**src/rtl/timebase_gen.sv**
```systemverilog
// ---------------------------------------------------------------------------
// timebase_gen
//
// Timebase for the alarm-clock datapath. From the system clock it derives
// single-cycle clock-enable ticks at TICK_HZ, TICK_HZ/10 and TICK_HZ/100. It
// also produces a 50 %-duty square wave at TICK_HZ (the legacy divided clock)
// and a 50 %-duty blink at TICK_HZ/100. Downstream logic uses the ticks as
// enables on clk; it does not use them as clocks.
//
// Parameters
//   CLK_HZ      input clock frequency in Hz
//   TICK_HZ     base tick rate in Hz (DIV = CLK_HZ / TICK_HZ clocks per tick)
//
// Ports
//   clk         system clock, all logic on posedge
//   rst         synchronous, active-high reset
//   run         1 = timebase advances, 0 = counters, clk_100hz and blink hold
//   clear       synchronous restart, same effect as rst
//   fast        1 = tick_1hz fires on every base tick (time-setting mode)
//   tick_100hz  one-cycle pulse every DIV clocks
//   tick_10hz   one-cycle pulse every 10*DIV clocks
//   tick_1hz    one-cycle pulse every 100*DIV clocks (every DIV when fast)
//   clk_100hz   square wave, period DIV, 50 % duty
//   blink       square wave, period 100*DIV, high for the first half
// ---------------------------------------------------------------------------
module timebase_gen #(
    parameter int CLK_HZ  = 100_000_000,
    parameter int TICK_HZ = 100
) (
    input  logic clk,
    input  logic rst,
    input  logic run,
    input  logic clear,
    input  logic fast,
    output logic tick_100hz,
    output logic tick_10hz,
    output logic tick_1hz,
    output logic clk_100hz,
    output logic blink
);

    localparam int DIV   = CLK_HZ / TICK_HZ;
    localparam int CNT_W = (DIV > 1) ? $clog2(DIV) : 1;

    // An odd DIV would make the square wave asymmetric. A DIV below 4 would
    // let a tick be high in back-to-back cycles.
    generate
        if (((CLK_HZ % (2 * TICK_HZ)) != 0) || (DIV < 4)) begin : g_param_check
            $error("timebase_gen: CLK_HZ must be a multiple of 2*TICK_HZ and DIV >= 4");
        end
    endgenerate

    localparam logic [CNT_W-1:0] CNT_LAST = CNT_W'(DIV - 1);
    localparam logic [CNT_W-1:0] CNT_HALF = CNT_W'(DIV / 2 - 1);
    localparam logic [CNT_W-1:0] CNT_ONE  = CNT_W'(1);

    logic [CNT_W-1:0] base_cnt_q, base_cnt_d;
    logic [3:0]       c10_q, c10_d;
    logic [3:0]       c1_q, c1_d;
    logic             tick_100hz_q, tick_100hz_d;
    logic             tick_10hz_q, tick_10hz_d;
    logic             tick_1hz_q, tick_1hz_d;
    logic             clk_100hz_q, clk_100hz_d;
    logic             blink_q, blink_d;

    logic strobe;
    logic c10_wrap;
    logic c1_wrap;

    always_comb begin
        strobe   = run && (base_cnt_q == CNT_LAST);
        c10_wrap = (c10_q == 4'd9);
        c1_wrap  = (c1_q == 4'd9);

        base_cnt_d = base_cnt_q;
        if (run) begin
            base_cnt_d = strobe ? '0 : base_cnt_q + CNT_ONE;
        end

        c10_d = c10_q;
        if (strobe) begin
            c10_d = c10_wrap ? 4'd0 : c10_q + 4'd1;
        end

        c1_d = c1_q;
        if (strobe && c10_wrap) begin
            c1_d = c1_wrap ? 4'd0 : c1_q + 4'd1;
        end

        tick_100hz_d = strobe;
        tick_10hz_d  = strobe && c10_wrap;
        // fast only re-times tick_1hz; c10/c1 keep their normal cadence.
        tick_1hz_d   = fast ? strobe : (strobe && c10_wrap && c1_wrap);

        // Toggle at mid-period and at wrap, so the wave is high for the
        // second half of every base period.
        clk_100hz_d = clk_100hz_q ^ (run && ((base_cnt_q == CNT_HALF) ||
                                             (base_cnt_q == CNT_LAST)));

        // Computed from the next c1 value so that blink changes on the same
        // edge as c1, with no extra cycle of lag.
        blink_d = (c1_d <= 4'd4);
    end

    always_ff @(posedge clk) begin
        if (rst || clear) begin
            base_cnt_q   <= '0;
            c10_q        <= 4'd0;
            c1_q         <= 4'd0;
            tick_100hz_q <= 1'b0;
            tick_10hz_q  <= 1'b0;
            tick_1hz_q   <= 1'b0;
            clk_100hz_q  <= 1'b0;
            blink_q      <= 1'b1;
        end else begin
            base_cnt_q   <= base_cnt_d;
            c10_q        <= c10_d;
            c1_q         <= c1_d;
            tick_100hz_q <= tick_100hz_d;
            tick_10hz_q  <= tick_10hz_d;
            tick_1hz_q   <= tick_1hz_d;
            clk_100hz_q  <= clk_100hz_d;
            blink_q      <= blink_d;
        end
    end

    assign tick_100hz = tick_100hz_q;
    assign tick_10hz  = tick_10hz_q;
    assign tick_1hz   = tick_1hz_q;
    assign clk_100hz  = clk_100hz_q;
    assign blink      = blink_q;

endmodule

```
**config.mk**
```make
export PLATFORM = sky130hd
export DESIGN_NAME = timebase_gen
export DESIGN_NICKNAME = d
export VERILOG_FILES = /design/src/rtl/timebase_gen.sv
export SDC_FILE = /design/constraint.sdc
export NUM_CORES = 1
export LEC_CHECK = 0
export CORE_ASPECT_RATIO = 0.9
export CORE_MARGIN = 2
export CORE_UTILIZATION = 40
export CTS_CLUSTER_SIZE = 28
export DETAILED_ROUTE_END_ITERATION = 8
export PLACE_DENSITY_LB_ADDON = 0.05
export SLEW_MARGIN = 30
export SYNTH_ARGS = -nofsm -noshare
export SYNTH_HDL_FRONTEND = slang
export SYNTH_SLANG_ARGS = --single-unit
```
**constraint.sdc**
```tcl
create_clock -name clk -period 2.65 [get_ports clk]
set_input_delay 0.53 -clock clk [delete_from_list [all_inputs] [get_ports clk]]
set_output_delay 0.53 -clock clk [all_outputs]
set_load 0.01 [all_outputs]
```
---- Yosys cells after proc, flatten, opt, wreduce, memory -nomap -nowiden ----
Index checks and enable logic that the tools add are counted.
cells by class
  mux-type cells .......................... 5
  bitwise gates (word level) .............. 1
  $add $sub $neg .......................... 3
  shifts and indexed selects .............. 0
  eq/ne operators ......................... 4
  div/mod/pow operators ................... 0
  $mul .................................... 0
  $lt $le $gt $ge ......................... 1
  reductions and logical operators ........ 6
operators with widths
  operator                                                                          number
  20-bit by 1-bit adder with 20-bit output, second input constant                   1
  20-bit by 19-bit equality test with 1-bit output, second input constant           1
  20-bit equality test, second input constant                                       1
  20-bit 2-to-1 mux                                                                 1
  4-bit 2-to-1 mux                                                                  3
  4-bit by 1-bit adder with 4-bit output, second input constant                     2
  4-bit equality test, second input constant                                        2
  4-bit by 3-bit less-or-equal comparator with 1-bit output, second input constant  1
  1-bit logical AND                                                                 4
  1-bit logical OR                                                                  2
  1-bit 2-to-1 mux                                                                  1
  1-bit bitwise XOR                                                                 1
storage, ports and cells
  output and inout port bits .............. 5
  bits in registers ....................... 33
  bits in latches ......................... 0
  memory bits (read-only) ................. 0
  memories kept ........................... 0
  RAM bits ................................ 0

---- Logic depth before layout (Yosys ltp) ----
  depth after elaboration ................. 5
  depth in mapped cells ................... 7
  mapped depth without buffers ............ 6

---- Worst setup path before layout ----
Ideal clock, no wire load.
  path kind ............................... input port to flip-flop
  start point ............................. input port run
  end point ............................... register blink_q (netlist: blink)
  path slack .............................. 0.363 ns
  arrival ................................. 2.168 ns
  setup time .............................. 0.120 ns
  buffers on the path ..................... 1
  data required time ...................... 2.530 ns
  stages on the path ...................... 6
  cells stage by stage .................... clkbuf_1 > nand4_2 > nor4_4 > nand3_2 > mux2_4 > a211o_1
on the way
  word-level cells in the longest chain between the ends .. 4
ends and longest elaborated chain
  element                                                    RTL line  source
  start: declaration                                         32        input logic run,
  1-bit logical AND                                          71        strobe = run && (base_cnt_q == CNT_LAST);
  1-bit logical AND                                          86        if (strobe && c10_wrap) begin
  4-bit 2-to-1 mux                                           86
  4-bit by 3-bit less-or-equal comparator with 1-bit output  102       blink_d = (c1_d <= 4'd4);
  end signal: assignment                                     123       blink_q <= blink_d;
  end: declaration                                           64        logic blink_q, blink_d;
No other way between the ends.
A chain may end at the register's enable or synchronous reset.

---- Worst setup path after layout ----
  start point ............................. register base_cnt_q[7]
  end point ............................... register blink_q (netlist: blink)
on the way
  word-level cells in the longest chain between the ends .. 5
ends and longest elaborated chain
  element                                                    RTL line  source
  start: declaration                                         57        logic [CNT_W-1:0] base_cnt_q, base_cnt_d;
  start signal: assignment                                   116       base_cnt_q <= base_cnt_d;
  20-bit equality test                                       71
  1-bit logical AND                                          71
  1-bit logical AND                                          86
  4-bit 2-to-1 mux                                           86
  4-bit by 3-bit less-or-equal comparator with 1-bit output  102
No other way between the ends.

==> results.md <==
Route:
- The detailed-route via count is 1240.
- The met1 layer wirelength in the final routing is 1.599 mm.
- The total wire length is 3.155 mm.
- The number of DRC violations after detailed routing is 0.
- The highest metal layer with signal wires is met4.
- The violation count after the first detailed-route iteration is 90.
- The detailed-route wire length per cell is 13.04 µm.
- In the routed layout, each cell is associated on average with a via count of 5.124.
- The count of nets left with antenna violations once routing finished came out at 0.
- The amount of wire on met3 after detailed routing is 100 µm.
- The first detailed-routing pass ran for 6 iterations.
- The sum of met2 wire segment lengths after detailed routing is 1.398 mm.

Clocking:
- Buffers inserted during clock tree synthesis total 5.
- Clock-pin slew was measured on the worst setup and hold paths at 0.06 ns.
- The tree is rooted in a clkbuf_8.
- The total clock sinks is 33.
- The clock reaches the later pin of the worst-skew pair after 0.29 ns.
- The buffer count from post-CTS setup fixing is 0.
- TritonCTS built the clock tree.
- After clock tree synthesis, the repair step resized 0 gates.
- The number of hold buffers added after CTS was 0.
- CTS built an H-tree with a depth of 2.
- The clock passes through at most 2 buffers.

Final layout:
- The repair_antennas step left the layout with diodes totalling 0.
- The fraction of final layout cells with drive strength greater than 1 is 9.184%.
- The area taken by multi-input logic gates is 877.1 µm².
- The sequential cells in the finished layout cover a total of 660.6 µm².
- After the last flow step, the layout net total stands at 201.
- The finished layout holds 242 standard cells, fillers aside.
- Compared with the post-synthesis result, the final layout area differs by 15.71%.
- The number of fill cells is 385.
- Cells fill 48.66% of the core in the end.

Timing:
- Setup violations remaining at the end of the flow were counted as 0.
- Based on the critical path, the design can be clocked at up to 435.1 MHz.
- The max-slew violation count is 0.
- In the final timing run, aggregate negative setup slack is 0 ns.
- Headroom to the max-slew limit came out at 68.70%.
- Of the available clock period, the critical path in the final layout requires 86.73%.
- The worst-margin pin slew is 0.4660 ns.
- Setup repair after global routing left no endpoint under its margin.
- The post-route clock skew is 0.005926 ns.
- The post-route minimum period is 2.298 ns.
- The final hold violation count is 0.

Pwr:
- The power density relative to cell area is 487.8 nW/µm².
- Combinational logic is responsible for 2.8% of the overall power.
- Net switching is 21.46% of the power.
- For this design the static power due to leakage is 0.5648 nW.
- The worst voltage drop across the vdd grid is 0.2631 mV.
- Sequential cells account for 56.3% of the total power.
- Per report_power, the clock group accounts for 40.9% of the total.
- Power comes to 885.7 µW.
- In this run the power spent charging and discharging nets is 190.1 µW.
- Cell internal power was estimated by the tool at 695.6 µW.

Critical path:
- At the worst endpoint, the required time is 2.83 ns.
- The critical path launch point type is a register.
- The critical path is of the reg -> reg type.
- At the worst endpoint, the arrival time is 2.48 ns.
- In this run the worst path has a maximum fanout of 8.
- The worst setup path is captured at a register.

Yosys:
- The count of distinct cell types in the synthesized netlist is 37.
- The post-synthesis register bit count is 33.
- The share of the Yosys chip area taken by registers is 42.11%.
- In the synthesized netlist the async set-or-reset flop fraction comes to 0%.
- Synthesis handed over a netlist of 180 instances.
- During synthesis, Yosys emitted a total of 0 warnings.
- Yosys mapped a number of flops with a built-in enable equal to 0.
- The cell area after synthesis is 1569 µm².
- The leading register cell type out of synthesis is dfxtp_1.
- The portion of synthesized cell area occupied by the leading cell type is 42.11%.
- When the netlist entered floorplanning its net count stood at 186.
- By area the synthesized netlist is led by dfxtp_1 (42%), nor2_1 (8.4%), xnor2_1 (7.8%).
- Yosys instantiated no cell more often than nor2_1.
- The cell accounting for the most synthesized area is dfxtp_1.
- Sorting the synthesized cells by how often they occur yields nor2_1 (35), dfxtp_1 (33), nand2_1 (17), xnor2_1 (14).
- The mean area per synthesized cell is 8.717 µm².

GRT:
- For this run the aggregate overflow at the end of global routing stands at 0.
- For this run, the total global-route usage over all layers was measured as 15.46%.
- The maximum number of pins on one net before global-route repair is 14.
- The number of global-route vias before repair was 1178.
- The number of antenna violations at the first check in global routing was 0.
- The wire length of the first global-routing pass is 5.354 mm.

Placement:
- The cell total after placement is 234.
- Routability-driven placement finished with a final weighted congestion of 0.7256.
- The wire-length estimate of the detail-placed layout is 2.267 mm.
- Port buffering added 9 buffers.

Floorplanning:
- The boundary pin count is 10.
- The width of the chip is 70.02 µm.
- The starting density of the core is 42.05%.
- The die covers 4440 µm².
- Row generation in the floorplan step produced 21 rows.
- The die height is 63.42 µm.
- The region available for standard cell placement spans 3731 µm².

Run:
- Max-cap violations in this run came to 0.

Worst hold path:
- The min-delay analysis places its worst path in the category reg -> reg.

Status:
- The flow ran to the end, and the final reports show no timing, DRC or antenna violations.
## sequential cells by signal, summed over array words and instances (netlist names)
name	count
tick_1hz	1
tick_10hz	1
clk_100hz	1
blink	1
base_cnt_q	20
tick_100hz	1
c10_q	4
c1_q	4
## per-layer routing
layer / up-vias / GRT usage, %
met2: 14 / 23.69
met5: - / 0
li1: 647 / -
met4: 0 / 7.212
met3: 7 / 4.960
met1: 572 / 19.74
## worst max-delay path, stage by stage (launching register included)
cell and delay, ns:
dfxtp_1 0.35, or4_4 0.56, nor4_4 0.48, nand3_2 0.19, mux2_4 0.33, a211o_1 0.28
## area by class of cell
type	instances	area share, %
Multi-Input combinational cell	139	48.31
Sequential cell	33	36.39
Timing Repair Buffer	12	6.892
Clock buffer	8	4.411
Tap cell	46	3.170
Inverter	4	0.8270
## metrics by stage
stage | setup WS, ns | hold slack (ns) | area (µm²)
2_1_floorplan | 0.3626 | 0.4478 | 1569
3_3_place_gp | 0.1786 | 0.4623 | 1735
3_5_place_dp | 0.1332 | 0.4793 | 1735
4_1_cts | 0.3671 | 0.4882 | 1815
5_1_grt | 0.2742 | 0.5103 | 1815
6_report | 0.3517 | 0.4843 | 1815
## layout by cell type (no fill, tap or decap), types with 2 or more instances in the layout
cell type	synthesis	routed
mux2i_1	2	2
or4bb_1	2	2
nand4_2	2	2
nand2_1	17	17
and4_1	2	2
nor2_1	35	35
or3_1	4	4
o21ai_0	3	3
buf_4	0	2
inv_1	4	4
and3_1	2	2
nor3_1	6	6
dfxtp_1	33	33
clkdlybuf4s50_1	0	9
clkbuf_8	0	5
xor2_1	8	8
nand4_1	7	7
a21oi_1	8	8
nor2b_1	4	4
clkbuf_1	3	3
xnor2_1	14	14
nand3_1	6	6
## power groups by stage
| stage | clock network, mW | logic, mW | registers, mW |
|---|---|---|---|
| floorplan | 0 | 0.0118 | 0.509 |
| global placement | 0 | 0.0248 | 0.509 |
| detailed placement | 0 | 0.0251 | 0.509 |
| CTS | 0.373 | 0.0252 | 0.498 |
| global route | 0.402 | 0.0268 | 0.498 |
| finish | 0.362 | 0.0249 | 0.498 |
## cell families after synthesis
kind of cell               count (synthesis)  synth area share [%]
xor gates and xnor gates                  22                 12.28
buffers and inverters                      8                 1.993
DFF                                       33                 42.11
AOI/OAI and AO/OA                         14                 5.024
adders and majority gates                  1                0.7973
muxes                                      3                 2.233
and+or+nand+nor                           99                 35.57
## path summary, 6_finish.rpt
check                           depth (start not counted)                  startpoint                  to  slack (ns)
worst max-delay path                                    5  base_cnt_q[7]$_SDFFE_PP0P_    blink$_SDFF_PP1_        0.35
worst min-delay path                                    2          c1_q[1]$_SDFF_PP0_  c1_q[1]$_SDFF_PP0_        0.48
worst max register to register                          5  base_cnt_q[7]$_SDFFE_PP0P_    blink$_SDFF_PP1_        0.35
worst min register to register                          2          c1_q[1]$_SDFF_PP0_  c1_q[1]$_SDFF_PP0_        0.48
No activity file was read; power rests on OpenSTA's default activity.
